<file path="config.mk">
export PLATFORM = sky130hd
export DESIGN_NAME = drm_activator_event_arbiter
export DESIGN_NICKNAME = d
export VERILOG_FILES = /design/src/rtl/drm_activator_event_arbiter.sv
export SDC_FILE = /design/constraint.sdc
export NUM_CORES = 1
export LEC_CHECK = 0
export BUFFER_PORTS_ARGS = -buffer_cell sky130_fd_sc_hd__buf_2
export CAP_MARGIN = 20
export CORE_ASPECT_RATIO = 0.5
export CORE_MARGIN = 2
export CORE_UTILIZATION = 40
export DETAILED_ROUTE_END_ITERATION = 12
export GPL_ROUTABILITY_DRIVEN = 0
export PLACE_DENSITY = 0.75
export SYNTH_ARGS = -nofsm -noshare
export SYNTH_HDL_FRONTEND = slang
export SYNTH_SLANG_ARGS = --single-unit
export TNS_END_PERCENT = 5
</file>
<file path="constraint.sdc">
create_clock -name drm_aclk -period 5.9 [get_ports drm_aclk]
set_input_delay 0.59 -clock drm_aclk [delete_from_list [all_inputs] [get_ports drm_aclk]]
set_output_delay 0.59 -clock drm_aclk [all_outputs]
set_load 0.01 [all_outputs]
</file>
<file path="src/rtl/drm_activator_event_arbiter.sv">
// rtl/drm_activator_event_arbiter.sv - multi-channel metering event arbiter with IP-core POR
// Optional sticky overflow flags: define DRM_ACT_EVT_OVERFLOW_EN.
module drm_activator_event_arbiter #(
   parameter int NUM_EVT      = 4,
   parameter int CNT_W        = 8,
   parameter int POR_DURATION = 16,
   parameter int MIN_GAP      = 0,
   parameter int CODE_W       = 128,
   localparam int CH_W        = (NUM_EVT > 1) ? $clog2(NUM_EVT) : 1
) (
   input  logic                drm_aclk,
   input  logic                drm_arstn,
   input  logic [NUM_EVT-1:0]  metering_event,
   input  logic [CODE_W-1:0]   activation_code,
   input  logic                activation_code_ready,
   input  logic                overflow_clr,
   output logic                ip_core_arstn,
   output logic                drm_event,
   output logic [CH_W-1:0]     drm_event_ch,
   output logic [NUM_EVT-1:0]  ch_enable,
   output logic                pending_any,
   output logic [NUM_EVT-1:0]  overflow
);

   localparam logic [1:0]    ST_IDLE   = 2'd0;
   localparam logic [1:0]    ST_GRANT  = 2'd1;
   localparam logic [1:0]    ST_GAP    = 2'd2;
   localparam logic [7:0]    GAP_LAST  = (MIN_GAP > 0) ? 8'(MIN_GAP - 1) : 8'd0;
   localparam logic [CH_W:0] NUM_EVT_W = (CH_W + 1)'(NUM_EVT);

   logic [POR_DURATION-1:0] por_sr;
   logic [NUM_EVT-1:0]      cnt_nz;
   logic [NUM_EVT-1:0]      sat;
   logic [NUM_EVT-1:0]      rot_nz;
   logic [1:0]              state;
   logic [7:0]              gap_cnt;
   logic [CH_W-1:0]         rr_ptr;
   logic [CH_W-1:0]         grant_off;
   logic [CH_W-1:0]         grant_ch;
   logic [CH_W-1:0]         ptr_next;
   logic [CH_W:0]           grant_sum;
   logic [CH_W:0]           ptr_sum;
   logic                    grant_found;
   logic                    do_grant;

   always_ff @(posedge drm_aclk or negedge drm_arstn) begin
      if (!drm_arstn) por_sr <= '0;
      else            por_sr <= {por_sr[POR_DURATION-2:0], 1'b1};
   end
   assign ip_core_arstn = por_sr[POR_DURATION-1];

   always_ff @(posedge drm_aclk or negedge drm_arstn) begin
      if (!drm_arstn)                 ch_enable <= '0;
      else if (activation_code_ready) ch_enable <= activation_code[NUM_EVT-1:0];
   end

   // Counting ignores the POR window; only granting waits for ip_core_arstn.
   for (genvar i = 0; i < NUM_EVT; i++) begin : g_ch
      logic [CNT_W-1:0] cnt;
      logic             inc;
      logic             dec;
      assign inc = metering_event[i] & ch_enable[i];
      assign dec = do_grant & (grant_ch == CH_W'(i));
      always_ff @(posedge drm_aclk or negedge drm_arstn) begin
         if (!drm_arstn)                   cnt <= '0;
         else if (inc && !dec && !(&cnt))  cnt <= cnt + 1'b1;
         else if (dec && !inc)             cnt <= cnt - 1'b1;
      end
      assign cnt_nz[i] = |cnt;
      assign sat[i]    = inc & ~dec & (&cnt);
   end

   // Rotate so bit 0 is the pointer channel, then take the lowest set offset.
   assign rot_nz = NUM_EVT'({cnt_nz, cnt_nz} >> rr_ptr);

   always_comb begin
      grant_found = 1'b0;
      grant_off   = '0;
      for (int k = NUM_EVT - 1; k >= 0; k--) begin
         if (rot_nz[k]) begin
            grant_found = 1'b1;
            grant_off   = CH_W'(k);
         end
      end
   end

   assign grant_sum = {1'b0, rr_ptr} + {1'b0, grant_off};
   assign grant_ch  = (grant_sum >= NUM_EVT_W) ? CH_W'(grant_sum - NUM_EVT_W) : grant_sum[CH_W-1:0];
   assign ptr_sum   = {1'b0, grant_ch} + 1'b1;
   assign ptr_next  = (ptr_sum == NUM_EVT_W) ? '0 : ptr_sum[CH_W-1:0];

   // IDLE grants on the same edge it leaves, giving two-cycle event latency.
   assign do_grant = ip_core_arstn & grant_found & (state != ST_GAP);

   always_ff @(posedge drm_aclk or negedge drm_arstn) begin
      if (!drm_arstn) begin
         state        <= ST_IDLE;
         gap_cnt      <= '0;
         rr_ptr       <= '0;
         drm_event    <= 1'b0;
         drm_event_ch <= '0;
         pending_any  <= 1'b0;
      end else begin
         drm_event   <= do_grant;
         pending_any <= |cnt_nz;
         if (do_grant) begin
            drm_event_ch <= grant_ch;
            rr_ptr       <= ptr_next;
         end
         case (state)
            ST_IDLE, ST_GRANT: begin
               gap_cnt <= '0;
               if (do_grant) state <= (MIN_GAP > 0) ? ST_GAP : ST_GRANT;
               else          state <= ST_IDLE;
            end
            ST_GAP: begin
               if (gap_cnt == GAP_LAST) state <= grant_found ? ST_GRANT : ST_IDLE;
               else                     gap_cnt <= gap_cnt + 1'b1;
            end
            default: state <= ST_IDLE;
         endcase
      end
   end

`ifdef DRM_ACT_EVT_OVERFLOW_EN
   always_ff @(posedge drm_aclk or negedge drm_arstn) begin
      if (!drm_arstn) overflow <= '0;
      else            overflow <= (overflow & ~{NUM_EVT{overflow_clr}}) | sat;
   end
   logic unused_code;
   assign unused_code = ^activation_code;
`else
   assign overflow = '0;
   logic unused_inputs;
   assign unused_inputs = ^{activation_code, overflow_clr, sat};
`endif

endmodule
</file>
# Yosys cells after proc, flatten, opt, wreduce, memory -nomap -nowiden
# Cells that the tools add are included.
[totals] regBits=68 latch_bits=0 mem_bits_rw=0 romBits=0 input_bits=136 output_inout_bits=13 elab_cells=112 mem_count=0
[classes] n_addsub=12 n_mul=0 n_div=0 order_cmp=1 eq_ne=9 shifts=1 n_mux=24 n_bitwise=10 reduce_logical=43
[op_table] cell="two-way mux 8 bit" count=9
[op_table] cell="adder 8 x 1 -> 8 bit, second input constant" count=5
[op_table] cell="AND reduction 8 bit" count=4
[op_table] cell="OR reduction 32 bit" count=1
[op_table] cell="OR reduction 8 bit" count=4
[op_table] cell="subtractor 8 x 1 -> 8 bit, second input constant" count=4
[op_table] cell="one-hot mux 8 bit (2 select lines)" count=1
[op_table] cell="two-way mux 2 bit" count=7
[op_table] cell="logical AND 1 bit" count=12
[op_table] cell="zero test 1 bit" count=12
[op_table] cell="AND 1 bit" count=10
[op_table] cell="nonzero test 2 bit" count=5
[op_table] cell="zero test 8 bit" count=1
[op_table] cell=">> shifter 8 x 2 -> 4 bit" count=1
[op_table] cell="== test 2 bit, second input constant" count=3
[op_table] cell="two-way mux 1 bit" count=6
[op_table] cell="!= test 2 bit, second input constant" count=3
[op_table] cell="== test 2 x 1 -> 1 bit, second input constant" count=2
[op_table] cell="zero test 2 bit" count=2
[op_table] cell="one-hot mux 2 bit (2 select lines)" count=1
[op_table] cell="adder 2 x 1 -> 3 bit, second input constant" count=1
[op_table] cell="adder 2 x 2 -> 3 bit" count=1
[op_table] cell="== test 3 bit, second input constant" count=1
[op_table] cell=">= comparator 3 bit, second input constant" count=1
[op_table] cell="3 further kinds" count=3

# Logic depth before layout (Yosys ltp)
# Gate-level depths: netlist (run 1).
[logic_depth] depth_word=15 depth_mapped=19 depth_no_buf=19

# Worst setup path before layout (run 1)
# OpenSTA, ideal clock, no wires.
[synth_timing] path_kind="reg-to-reg" start="register g_ch[2].cnt[1]" end="register g_ch[0].cnt[7]" setup_ps=129 t_arrival_ps=3864 t_required_ps=5771 setup_slack_ps=1907 stages_incl_launch_ff=18 n_path_buf=0 cell_sequence="dfrtp_1 -> nor4_1 -> nand2_1 -> o311a_1 -> o211ai_1 -> ha_1 -> nand3b_1 -> or3_4 -> nand3b_2 -> ha_1 -> a21o_2 -> a21oi_1 -> nor2b_1 -> o21a_1 -> o21ai_0 -> a21oi_1 -> mux2i_1 -> xor2_1"
[synth_via] elab_chain_cells=15 word_cells_on_any_way=24 classes_between="add/sub (2); order compare (1); shift (1); mux (10); bitwise (3); reduce/logical (7)"
[synth_lines] item="start: declaration" line_no="59" text="logic [CNT_W-1:0] cnt;"
[synth_lines] item="start signal: assignment" line_no="66" text="else if (inc && !dec && !(&cnt)) cnt <= cnt + 1'b1;"
[synth_lines] item="start signal: assignment" line_no="67" text="else if (dec && !inc) cnt <= cnt - 1'b1;"
[synth_lines] item="OR reduction 8 bit (*)" line_no="69" text="assign cnt_nz[i] = |cnt;"
[synth_lines] item=">> shifter 8 x 2 -> 4 bit (*)" line_no="74" text="assign rot_nz = NUM_EVT'({cnt_nz, cnt_nz} >> rr_ptr);"
[synth_lines] item="two-way mux 2 bit (3 in a row)" line_no="80" text="if (rot_nz[k]) begin"
[synth_lines] item="two-way mux 2 bit (*)" line_no="80"
[synth_lines] item="adder 2 x 2 -> 3 bit (*)" line_no="87" text="assign grant_sum = {1'b0, rr_ptr} + {1'b0, grant_off};"
[synth_lines] item=">= comparator 3 bit / subtractor 2 x 1 -> 2 bit (equally long branches)" line_no="88" text="assign grant_ch = (grant_sum >= NUM_EVT_W) ? CH_W'(grant_sum - NUM_EVT_W) : grant_sum[CH_W-1:0];"
[synth_lines] item="two-way mux 2 bit (*)" line_no="88"
[synth_lines] item="via grant_ch[0]" line_no="39" text="logic [CH_W-1:0] grant_ch;"
[synth_lines] item="zero test 2 bit (*)" line_no="63" text="assign dec = do_grant & (grant_ch == CH_W'(i));"
[synth_lines] item="AND 1 bit (*)" line_no="63"
[synth_lines] item="zero test 1 bit" line_no="66"
[synth_lines] item="logical AND 1 bit (2 in a row)" line_no="66"
[synth_lines] item="two-way mux 8 bit / nonzero test 2 bit (equally long branches)"
[synth_lines] item="end signal: assignment" line_no="66"
[synth_lines] item="end signal: assignment" line_no="67"
[synth_lines] item="end: declaration" line_no="59"
# The timed path passes the listed nets; every way through them passes the cells marked *.
# A chain may end at the register's enable or synchronous reset.

# Final worst setup path (run 1)
[layout_timing] start="register g_ch[2].cnt[5]" end="register g_ch[3].cnt[7]"
[layout_via] elab_chain_cells=15 word_cells_on_any_way=24 classes_between="add/sub (2); order compare (1); eq/ne (1); shift (1); mux (10); bitwise (3); reduce/logical (6)"
[layout_lines] item="OR reduction 8 bit (*)" line_no="69"
[layout_lines] item=">> shifter 8 x 2 -> 4 bit (*)" line_no="74"
[layout_lines] item="two-way mux 2 bit (4 in a row)" line_no="80"
[layout_lines] item="adder 2 x 2 -> 3 bit" line_no="87"
[layout_lines] item=">= comparator 3 bit / subtractor 2 x 1 -> 2 bit (equally long branches)" line_no="88"
[layout_lines] item="two-way mux 2 bit" line_no="88"
[layout_lines] item="== test 2 bit" line_no="63"
[layout_lines] item="AND 1 bit (*)" line_no="63"
[layout_lines] item="zero test 1 bit" line_no="66"
[layout_lines] item="logical AND 1 bit (2 in a row)" line_no="66"
[layout_lines] item="two-way mux 8 bit / nonzero test 2 bit (equally long branches)"
[layout_lines] item="end signal: assignment" line_no="66"
[layout_lines] item="end signal: assignment" line_no="67"
[layout_lines] item="end: declaration" line_no="59"
# Mark *: on every way between the ends. The rest lies on a longest branch, timed or not.

==> results_dict.tcl, run 1 <==
set metrics [dict create \
    grt_pass1_wl_um 11450 \
    p_switching_mw 0.9735 \
    hold_class "register to register" \
    hold_buffers 0 \
    die_x_um 137.8 \
    cts_setup_buffers 0 \
    yosysTopAreaCell "dfrtp_1" \
    internal-power_mw 1.708 \
    p_leak_nw 1.806 \
    grt_util_all_layers_pct 15.05 \
    cts_root_buf "clkbuf_16" \
    critPathRequiredTime_ps 6100 \
    num_vias 2311 \
    critPathMaxFanout 10 \
    seqPwrFrac_pct 28.0 \
    slowest_delay_ps 630 \
    overflow 0 \
    avgSynthCellArea_um2 11.97 \
    drc 0 \
    coreArea_um2 8708 \
    synth_top_area_share_pct 40.56 \
    fillers 741 \
    clk_pin_slew_ps 50 \
    placed_cells 434 \
    yosys_most_used_dff "dfrtp_1" \
    wl_per_cell_um 14.32 \
    async_reset_ff_share_pct 100.0 \
    clkLatencyLatePin_ps 330 \
    cts_made_buffers 9 \
    rows 24 \
    crit_chain "nor4_1, nand2_1, o311a_1, o211ai_1, ha_1, xnor2_1, ha_1, nand2_1, o2111ai_1, ha_1, a21o_1, a21oi_1, nor2b_1, o21ai_0, a21oi_1, mux2i_1, xor2_1" \
    worst_pin_slew_ps 845.4 \
    h-tree-depth 3 \
    grt_max_degree 59 \
    slew_viol_final 0 \
    max_cap_viol_count 0 \
    cts_tree "done" \
    grt_pass1_vias 2383 \
    nets 495 \
    seq_area_frac_synth_pct 40.56 \
    crit_slowest_cell "nor4_1" \
    cts_resized 0 \
    max_slew_margin_pct 43.58 \
    hold_violations 0 \
    drtIter0Drc 121 \
    crit_type "register to register" \
    antenna_found_initial 0 \
    syn_inst 299 \
    rsz0062_at_grt "no" \
    ir_drop_uv 219.9 \
    ys_top_cells_by_area "dfrtp_1, ha_1, mux2_4" \
    wirelength_um 6446 \
    yosys_warnings 0 \
    stdcell_count 450 \
    setup_viol 0 \
    dp_hpwl_um 4380 \
    syn_area_um2 3578 \
    area_delta_synth_final_pct 16.50 \
    synthDistinctLibCells 54 \
    cts_num_sinks 58 \
    powerDensity_nw_per_um2 643.2 \
    arrival_ps 4980 \
    die_height_um 70.88 \
    synth_edf_count 0 \
    die_area_um2 9764 \
    ys_ff_latch 58 \
    fmaxAchievable_ghz 0.2092 \
    viasPerCell 5.136 \
    min_period_ps 4781 \
    ios 149 \
    drtAntennaViolNets 0 \
    cp-end-kind "register" \
    port_buffers 19 \
    start_util_pct 41.09 \
    skew_ps 5.966 \
    clock_path_buffers 2 \
    critPathMostFrequentCell "ha_1" \
    layout-drive-gt1-share_pct 25.53 \
    comb_power_share_pct 47.9 \
    drt_pre_antenna_iters 4 \
    synth_most_common_cell "dfrtp_1" \
    cp-start-kind "register" \
    p_clk_share_pct 24.1 \
    num_antenna_cells 0 \
    setup-tns-final_ps 0 \
    status "finished clean" \
    ys_top_cells_by_count "dfrtp_1, ha_1, a21oi_1" \
    min_period_over_period_pct 81.04 \
    switching_share_pct 36.30 \
]
power groups by stage:
stage | Sequential [mW] | Clock (mW) | Combinational (mW)
final | 0.751 | 0.646 | 1.28
after global routing | 0.778 | 0.674 | 1.44
after CTS | 0.751 | 0.654 | 1.29
after detailed placement | 0.749 | 0 | 1.28
after global placement | 0.740 | 0 | 1.24
after floorplan | 0.706 | 0 | 1.10
path summary, 6_finish.rpt:
path | depth (start not counted) | from | to | slack, ps
setup / recovery | 17 | g_ch[2].cnt[5]$_DFFE_PN0P_ | g_ch[3].cnt[7]$_DFFE_PN0P_ | 1120
hold / removal | 0 | por_sr[6]$_DFF_PN0_ | por_sr[7]$_DFF_PN0_ | 350
setup reg to reg | 17 | g_ch[2].cnt[5]$_DFFE_PN0P_ | g_ch[3].cnt[7]$_DFFE_PN0P_ | 1120
hold reg to reg | 0 | por_sr[6]$_DFF_PN0_ | por_sr[7]$_DFF_PN0_ | 350
max in group asynchronous | 2 | drm_arstn | g_ch[1].cnt[2]$_DFFE_PN0P_ | 5020
min in group asynchronous | 2 | drm_arstn | por_sr[6]$_DFF_PN0_ | 410
registers in the layout, indices dropped and copies added (netlist names):
signal	flops
por_sr	16
pending_any	1
drm_event	1
drm_event_ch	2
rr_ptr	2
ch_enable	4
g_ch.cnt	32
cell families after synthesis:
group,Yosys count,synth area share [%]
AOI/OAI and AO/OA,64,12.76
buffers and inverters,10,1.573
muxes,28,10.91
xor gates and xnor gates,29,7.098
DFF,58,40.56
adders and majority gates,32,11.99
other,2,0.2099
and+or+nand+nor,76,14.90
area by class of cell:
cell class	instances	area (um^2)	share of cell area, %
Multi-Input combinational cell	234	2082	49.94
Timing Repair Buffer	20	102.6	2.461
Tap cell	117	146.4	3.511
Inverter	5	18.77	0.4502
Clock buffer	11	242.7	5.822
Sequential cell	58	1451	34.81
Clock inverter	5	125.1	3.001
critical path, delay by kind of cell (launching register included):
kind | cells | cell delay [ps]
DFF | 1 | 430
xor gates and xnor gates | 2 | 310
and+or+nand+nor | 4 | 1120
AOI/OAI and AO/OA | 7 | 1740
adders and majority gates | 3 | 900
muxes | 1 | 150
placed cells by master, fill, tap and decap left out, drive strengths merged, types with 2 or more instances in the layout:
| master | instances |
|---|---|
| nand4 | 11 |
| xor2 | 12 |
| nor3 | 3 |
| bufinv | 4 |
| mux2 | 24 |
| a22o | 3 |
| nor2 | 14 |
| o21bai | 3 |
| o21ai | 8 |
| a21oi | 23 |
| nand3 | 4 |
| nor2b | 4 |
| a21o | 10 |
| mux2i | 4 |
| conb | 5 |
| ha | 27 |
| nand3b | 4 |
| nand2 | 19 |
| or3 | 2 |
| clkbuf | 11 |
| fa | 4 |
| o211ai | 4 |
| xnor2 | 17 |
| buf | 20 |
| o2111ai | 2 |
| nor4 | 8 |
| dfrtp | 58 |
| o21a | 4 |
| and2 | 4 |
| inv | 5 |
through the flow:
step,instance area [um^2],util [%],power (mW),setup slack [ps],hold WS (ps)
5_1_grt,4169,47.87,2.892,628.0,350.4
3_5_place_dp,3801,43.65,2.024,1161,336.3
6_report,4169,47.87,2.681,1119,346.5
3_3_place_gp,3801,43.65,1.979,1277,331.2
2_1_floorplan,3590,-,1.810,1907,294.4
4_1_cts,4169,47.87,2.698,1106,348.2
metal layers:
metal  global-route usage [%]  part of all wire, %  wire, um  vias to the layer above
met1                    19.45                   47      3056                     1131
met2                    24.82                   49      3150                       19
li1                         -                    -         -                     1150
met5                        0                    0         0                        -
met4                    6.122                  1.8       116                        0
met3                    3.226                  1.9       122                       11
No activity file was read; power rests on OpenSTA's default activity.
==> run 2, diff against run 1 <==
ABC_AREA = 1   (was default)
PLACE_DENSITY = 0.77   (was 0.75)
clock period = 4.2 ns   (was 5.9 ns; I/O delays follow)
==> run 2 against run 1 <==
Compared with the run above:
- the flow now finishes with violations (negative hold slack)
- routed wire length increased by 9.7%
- clock skew is 1.0 ps higher
- sequential power is 28% higher
- critical path type unchanged
- die area is 3.3% higher
- sequential cell count stayed put
- hold slack lost 350 ps
==> results_dict.tcl, run 2 <==
set metrics [dict create \
    num_vias 2840 \
    grt_max_degree 43 \
    num_antenna_cells 0 \
    cts_tree "done" \
    drc 0 \
    clock_path_buffers 2 \
    slew_viol_final 0 \
    yosysTopAreaCell "dfrtp_1" \
    avgSynthCellArea_um2 8.755 \
    timing.rr.start "g_ch[2].cnt[1]$_DFFE_PN0P_" \
    cts_num_sinks 58 \
    drt_pre_antenna_iters 6 \
    largest_reg_flops 32 \
    grt_util_all_layers_pct 15.86 \
    synth_most_common_cell "nand2_1" \
    grt_pass1_wl_um 12540 \
    final_common_cell "nand2_1" \
    ys_top_cells_by_area "dfrtp_1, nand2_1, ha_1" \
    top_register "g_ch.cnt" \
    async_reset_ff_share_pct 100.0 \
    wirelength_um 7072 \
    internal-power_mw 2.141 \
    total_power_mw 3.806 \
    syn_area_um2 3704 \
    die_x_um 140.1 \
    coreArea_um2 8859 \
    area_delta_synth_final_pct 15.84 \
    start_util_pct 41.81 \
    ir_drop_uv 326.5 \
    max_cap_viol_count 0 \
    postLayoutCellArea_um2 4290 \
    yosys_most_used_dff "dfrtp_1" \
    min_period_ps 3789 \
    drtAntennaViolNets 0 \
    synthDistinctLibCells 38 \
    syn_inst 423 \
    reg.largest.list "g_ch.cnt x32, por_sr x16, ch_enable x4" \
    fin_util_pct 48.43 \
    antenna_found_initial 0 \
    cp-start-kind "register" \
    p_switching_mw 1.665 \
    overflow 0 \
    seqPwrFrac_pct 25.2 \
    ys_top_cells_by_count "nand2_1, dfrtp_1, inv_1" \
    viasPerCell 4.922 \
    die_area_um2 10090 \
    skew_ps 6.974 \
    rsz0062_at_grt "no" \
    failed_checks "negative hold slack" \
    place_worst_setup_slack_ps 144.5 \
    startpoint "g_ch[2].cnt[1]$_DFFE_PN0P_" \
    nets 622 \
    max_slew_margin_pct 64.47 \
    critPathMaxFanout 9 \
    cp-end-kind "register" \
    h-tree-depth 3 \
    hold_ws_ps -5.135 \
    crit_type "register to register" \
    min_period_over_period_pct 90.22 \
    setup-tns-final_ps 0 \
    comb_power_share_pct 54.0 \
    hold_buffers 0 \
    synth_top_area_share_pct 39.19 \
    setup_viol 0 \
    port_buffers 19 \
    wl_per_cell_um 12.26 \
    final.setup.worst_slack_ps 410.6 \
    p_clk_share_pct 20.8 \
    ios 149 \
    clk_pin_slew_ps 50 \
    dpl_cell_area_um2 3944 \
    critPathRequiredTime_ps 4410 \
    clkLatencyLatePin_ps 330 \
    ys_ff_latch 58 \
    switching_share_pct 43.74 \
    drtIter0Drc 183 \
    grt_pass1_vias 2827 \
    layout_common_cells "nand2_1, dfrtp_1, inv_1" \
    fmaxAchievable_ghz 0.2639 \
    die_height_um 72.04 \
    dp_hpwl_um 4944 \
    powerDensity_nw_per_um2 887.1 \
    hold_class "primary input to async pin" \
    layout-drive-gt1-share_pct 21.52 \
    synth_edf_count 0 \
    arrival_ps 4000 \
    seq_area_frac_synth_pct 39.19 \
    yosys_warnings 0 \
    worst_pin_slew_ps 532.9 \
    cts_made_buffers 9 \
    cts_root_buf "clkbuf_16" \
    p_leak_nw 2.132 \
    status "complete, but fails checks" \
    hold_violations 4 \
    rows 24 \
]
## run 2: area by class of cell
type	instances	area [um^2]
multi-input combinational	317	2067
inverter	44	165.2
tap	117	146.4
clock buffer	11	242.7
timing repair buffer	25	140.1
fill	778	4568
clock inverter	5	77.57
sequential	58	1451
## run 2: through the flow
step	hold slack, ps	std cells
4_1_cts	2.171	577
6_report	-5.135	577
5_1_grt	21.62	577
3_5_place_dp	337.0	561
3_3_place_gp	331.3	561
2_1_floorplan	124.4	426
## run 2: power by group through the flow
| stage | combinational (mW) | sequential (mW) | clock (mW) |
|---|---|---|---|
| 2_1_floorplan | 1.65 | 0.931 | 0 |
| 3_3_place_gp | 1.93 | 0.950 | 0 |
| 3_5_place_dp | 2.00 | 0.960 | 0 |
| 4_1_cts | 2.04 | 0.956 | 0.808 |
| 5_1_grt | 2.34 | 0.990 | 0.832 |
| 6_report | 2.06 | 0.959 | 0.792 |
## run 2: per-layer routing
metal	up-vias	share of wire [%]	track usage (%)
met2	52	48	27.42
li1	1442	-	-
met5	-	0	0
met1	1329	45	18.35
met3	17	4.2	5.149
met4	0	2.2	7.407
## run 2: kinds of logic after synthesis
| family | share of synthesized area [%] |
|---|---|
| and+or+nand+nor | 27.33 |
| DFF | 39.19 |
| AOI/OAI and AO/OA | 8.818 |
| buffers and inverters | 6.013 |
| adders and majority gates | 11.28 |
| xor gates and xnor gates | 5.642 |
| muxes | 1.520 |
| other | 0.2028 |
## run 2: critical path, cell delays in order, from the launching register on
cell     delay, ps
dfrtp_1        440
nor2_1         140
nand2_1         70
nor2_2         150
nand2_1         90
nand3_1        100
nand2_2        100
a31oi_1        160
nor2_1          60
ha_1           410
inv_1           80
nor2_2         180
nand3_2        120
nand2_2        190
ha_1           310
a21oi_1        140
inv_1           50
a31oi_1        230
nor2_1          70
o21ai_0        200
nand2_1         90
xor2_1         150
nand2_2         70
o21ai_2         50
## run 2: repair_timing
item,4_1_cts,5_1_grt
buffers inserted,0,0
endpoints found under the hold margin,0,0
endpoints found under the setup margin,0,3
gates resized for setup,0,5
## run 2: final timing paths
path	end	slack, ps	cells after the start
max	g_ch[1].cnt[6]$_DFFE_PN0P_	410	23
min	g_ch[3].cnt[4]$_DFFE_PN0P_	-5	1
max reg2reg	g_ch[1].cnt[6]$_DFFE_PN0P_	410	23
min reg2reg	por_sr[12]$_DFF_PN0_	350	0
max in group asynchronous	g_ch[0].cnt[2]$_DFFE_PN0P_	3340	2
min in group drm_aclk	ch_enable[0]$_DFFE_PN0P_	320	2
==> run 3, diff against run 2 <==
CORE_ASPECT_RATIO = 0.9   (was 0.5)
==> run 3 against run 2 <==
Compared with the run above:
- the run now ends clean
- die area down 0.45%
- non-clock buffer count is 1 lower
- via count is 0.60% higher
- routed wire length fell by 2.7%
- fmax down 0.47%
- clock skew rose by 2.7 ps
- first-iteration DRC count decreased by 16%
- critical endpoint is now g_ch[2].cnt[5]$_DFFE_PN0P_
- largest power group unchanged
==> results_dict.tcl, run 3 (synthesized netlist as in run 2, its figures left out) <==
set metrics [dict create \
    postLayoutCellArea_um2 4138 \
    clkLatencyLatePin_ps 330 \
    clk_pin_slew_ps 60 \
    grt_util_all_layers_pct 14.51 \
    largest_reg_flops 32 \
    critPathRequiredTime_ps 4420 \
    fin_util_pct 45.76 \
    internal-power_mw 1.815 \
    drtAntennaViolNets 0 \
    switching_share_pct 46.90 \
    wl_per_cell_um 11.90 \
    cts_num_sinks 58 \
    wirelength_um 6880 \
    port_buffers 19 \
    die_height_um 95.29 \
    slew_viol_final 0 \
    hold_buffers 0 \
    hold_class "primary input to async pin" \
    reg.largest.list "g_ch.cnt x32, por_sr x16, ch_enable x4" \
    min_period_over_period_pct 90.65 \
    overflow 0 \
    drc 0 \
    coreArea_um2 9042 \
    start_util_pct 40.96 \
    ios 149 \
    r2r_end "g_ch[2].cnt[5]$_DFFE_PN0P_" \
    comb_power_share_pct 60.2 \
    total_power_mw 3.418 \
    max_cap_viol_count 0 \
    critPathMaxFanout 15 \
    nets 621 \
    p_clk_share_pct 11.8 \
    hold_ws_ps 224.5 \
    top_register "g_ch.cnt" \
    h-tree-depth 3 \
    min_period_ps 3807 \
    clock_path_buffers 2 \
    reg2reg_depth 25 \
    crit_type "register to register" \
    area_delta_synth_final_pct 11.72 \
    fillers 823 \
    num_vias 2857 \
    powerDensity_nw_per_um2 826.2 \
    seqPwrFrac_pct 28.0 \
    cp-end-kind "register" \
    cts_setup_buffers 0 \
    layout_common_cells "nand2_1, dfrtp_1, inv_1" \
    critPathMostFrequentCell "nand2_1" \
    dpl_cell_area_um2 3943 \
    p_leak_nw 2.046 \
    max_slew_margin_pct 52.13 \
    rsz0062_at_grt "no" \
    arrival_ps 4030 \
    drtIter0Drc 154 \
    grt_max_degree 59 \
    r2r_slack_ps 390 \
    ir_drop_uv 257.0 \
    cp_top_family "simple AND/OR/NAND/NOR gates" \
    grt_pass1_vias 2717 \
    die_area_um2 10050 \
    cts_tree "done" \
    drt_pre_antenna_iters 4 \
    p_switching_mw 1.603 \
    placed_cells 565 \
    slowest_delay_ps 430 \
    num_antenna_cells 0 \
    timing.rr.start "g_ch[3].cnt[3]$_DFFE_PN0P_" \
    worst-path-buf-inv 2 \
    hold_violations 0 \
    final_common_cell "nand2_1" \
    dp_hpwl_um 5141 \
    skew_ps 9.700 \
    fmaxAchievable_ghz 0.2626 \
    crit_slowest_cell "dfrtp_1" \
    antenna_found_initial 0 \
    grt_pass1_wl_um 11640 \
    cp-start-kind "register" \
    rows 33 \
    viasPerCell 4.943 \
    die_x_um 105.4 \
    layout-drive-gt1-share_pct 21.27 \
    status "finished clean" \
    stdcell_count 578 \
    cts_made_buffers 9 \
    setup_viol 0 \
    worst_pin_slew_ps 718.0 \
    cts_root_buf "clkbuf_8" \
]
==> run 3: cell count changes in the layout (fill, tap and decap cells not counted), sizes merged <==
cell	delta
buf	-1
bufinv	-2
clkbuf	+1
clkinv	-1
clkinvlp	-1
==> run 3: layer usage <==
metal	GRT usage, %	vias to the layer above	wire (um)
met2	25.32	54	3419
met3	4.921	5	288
li1	-	1440	-
met5	0	-	0
met1	17.73	1358	3142
met4	2.667	0	29
==> run 3: power by group through the flow <==
stage / Sequential [mW] / Combinational, mW / Clock, mW
CTS: 0.956 / 2.02 / 0.420
floorplan: 0.931 / 1.65 / 0
global route: 0.994 / 2.33 / 0.441
global placement: 0.952 / 1.91 / 0
finish: 0.958 / 2.06 / 0.404
detailed placement: 0.963 / 2.01 / 0
==> run 3: area by class of cell <==
| cell class | instances | area [um^2] | share of cell area [%] |
|---|---|---|---|
| multi-input combinational | 317 | 2095 | 50.62 |
| sequential | 58 | 1453 | 35.11 |
| inverter | 44 | 165.2 | 3.992 |
| tap | 122 | 152.6 | 3.689 |
| clock buffer | 12 | 135.1 | 3.266 |
| timing repair buffer | 24 | 132.6 | 3.205 |
| clock inverter | 1 | 5.005 | 0.1210 |
==> run 3: worst max-delay path by stage <==
stage                                     from                    endpoint  slack [ps]  cells after the start
global placement    g_ch[3].cnt[1]$_DFFE_PN0P_  g_ch[3].cnt[7]$_DFFE_PN0P_         160                     23
floorplan           g_ch[3].cnt[0]$_DFFE_PN0P_  g_ch[3].cnt[7]$_DFFE_PN0P_         420                     22
detailed placement  g_ch[3].cnt[1]$_DFFE_PN0P_  g_ch[3].cnt[7]$_DFFE_PN0P_        -100                     23
finish              g_ch[3].cnt[3]$_DFFE_PN0P_  g_ch[2].cnt[5]$_DFFE_PN0P_         390                     25
CTS                 g_ch[3].cnt[1]$_DFFE_PN0P_  g_ch[3].cnt[7]$_DFFE_PN0P_         120                     23
global route        g_ch[3].cnt[1]$_DFFE_PN0P_  g_ch[2].cnt[5]$_DFFE_PN0P_          20                     25
==> run 3: what timing repair did <==
item,in CTS,in global routing
endpoints found under the setup margin,1,6
gates resized for setup,2,9
pin swaps,0,1
==> run 3: metrics by stage <==
stage	worst slack [ps]	setup TNS, ps
CTS	122.7	0
global route	19.86	0
detailed placement	-102.9	-102.9
global placement	160.1	0
floorplan	415.4	0
finish	392.6	0
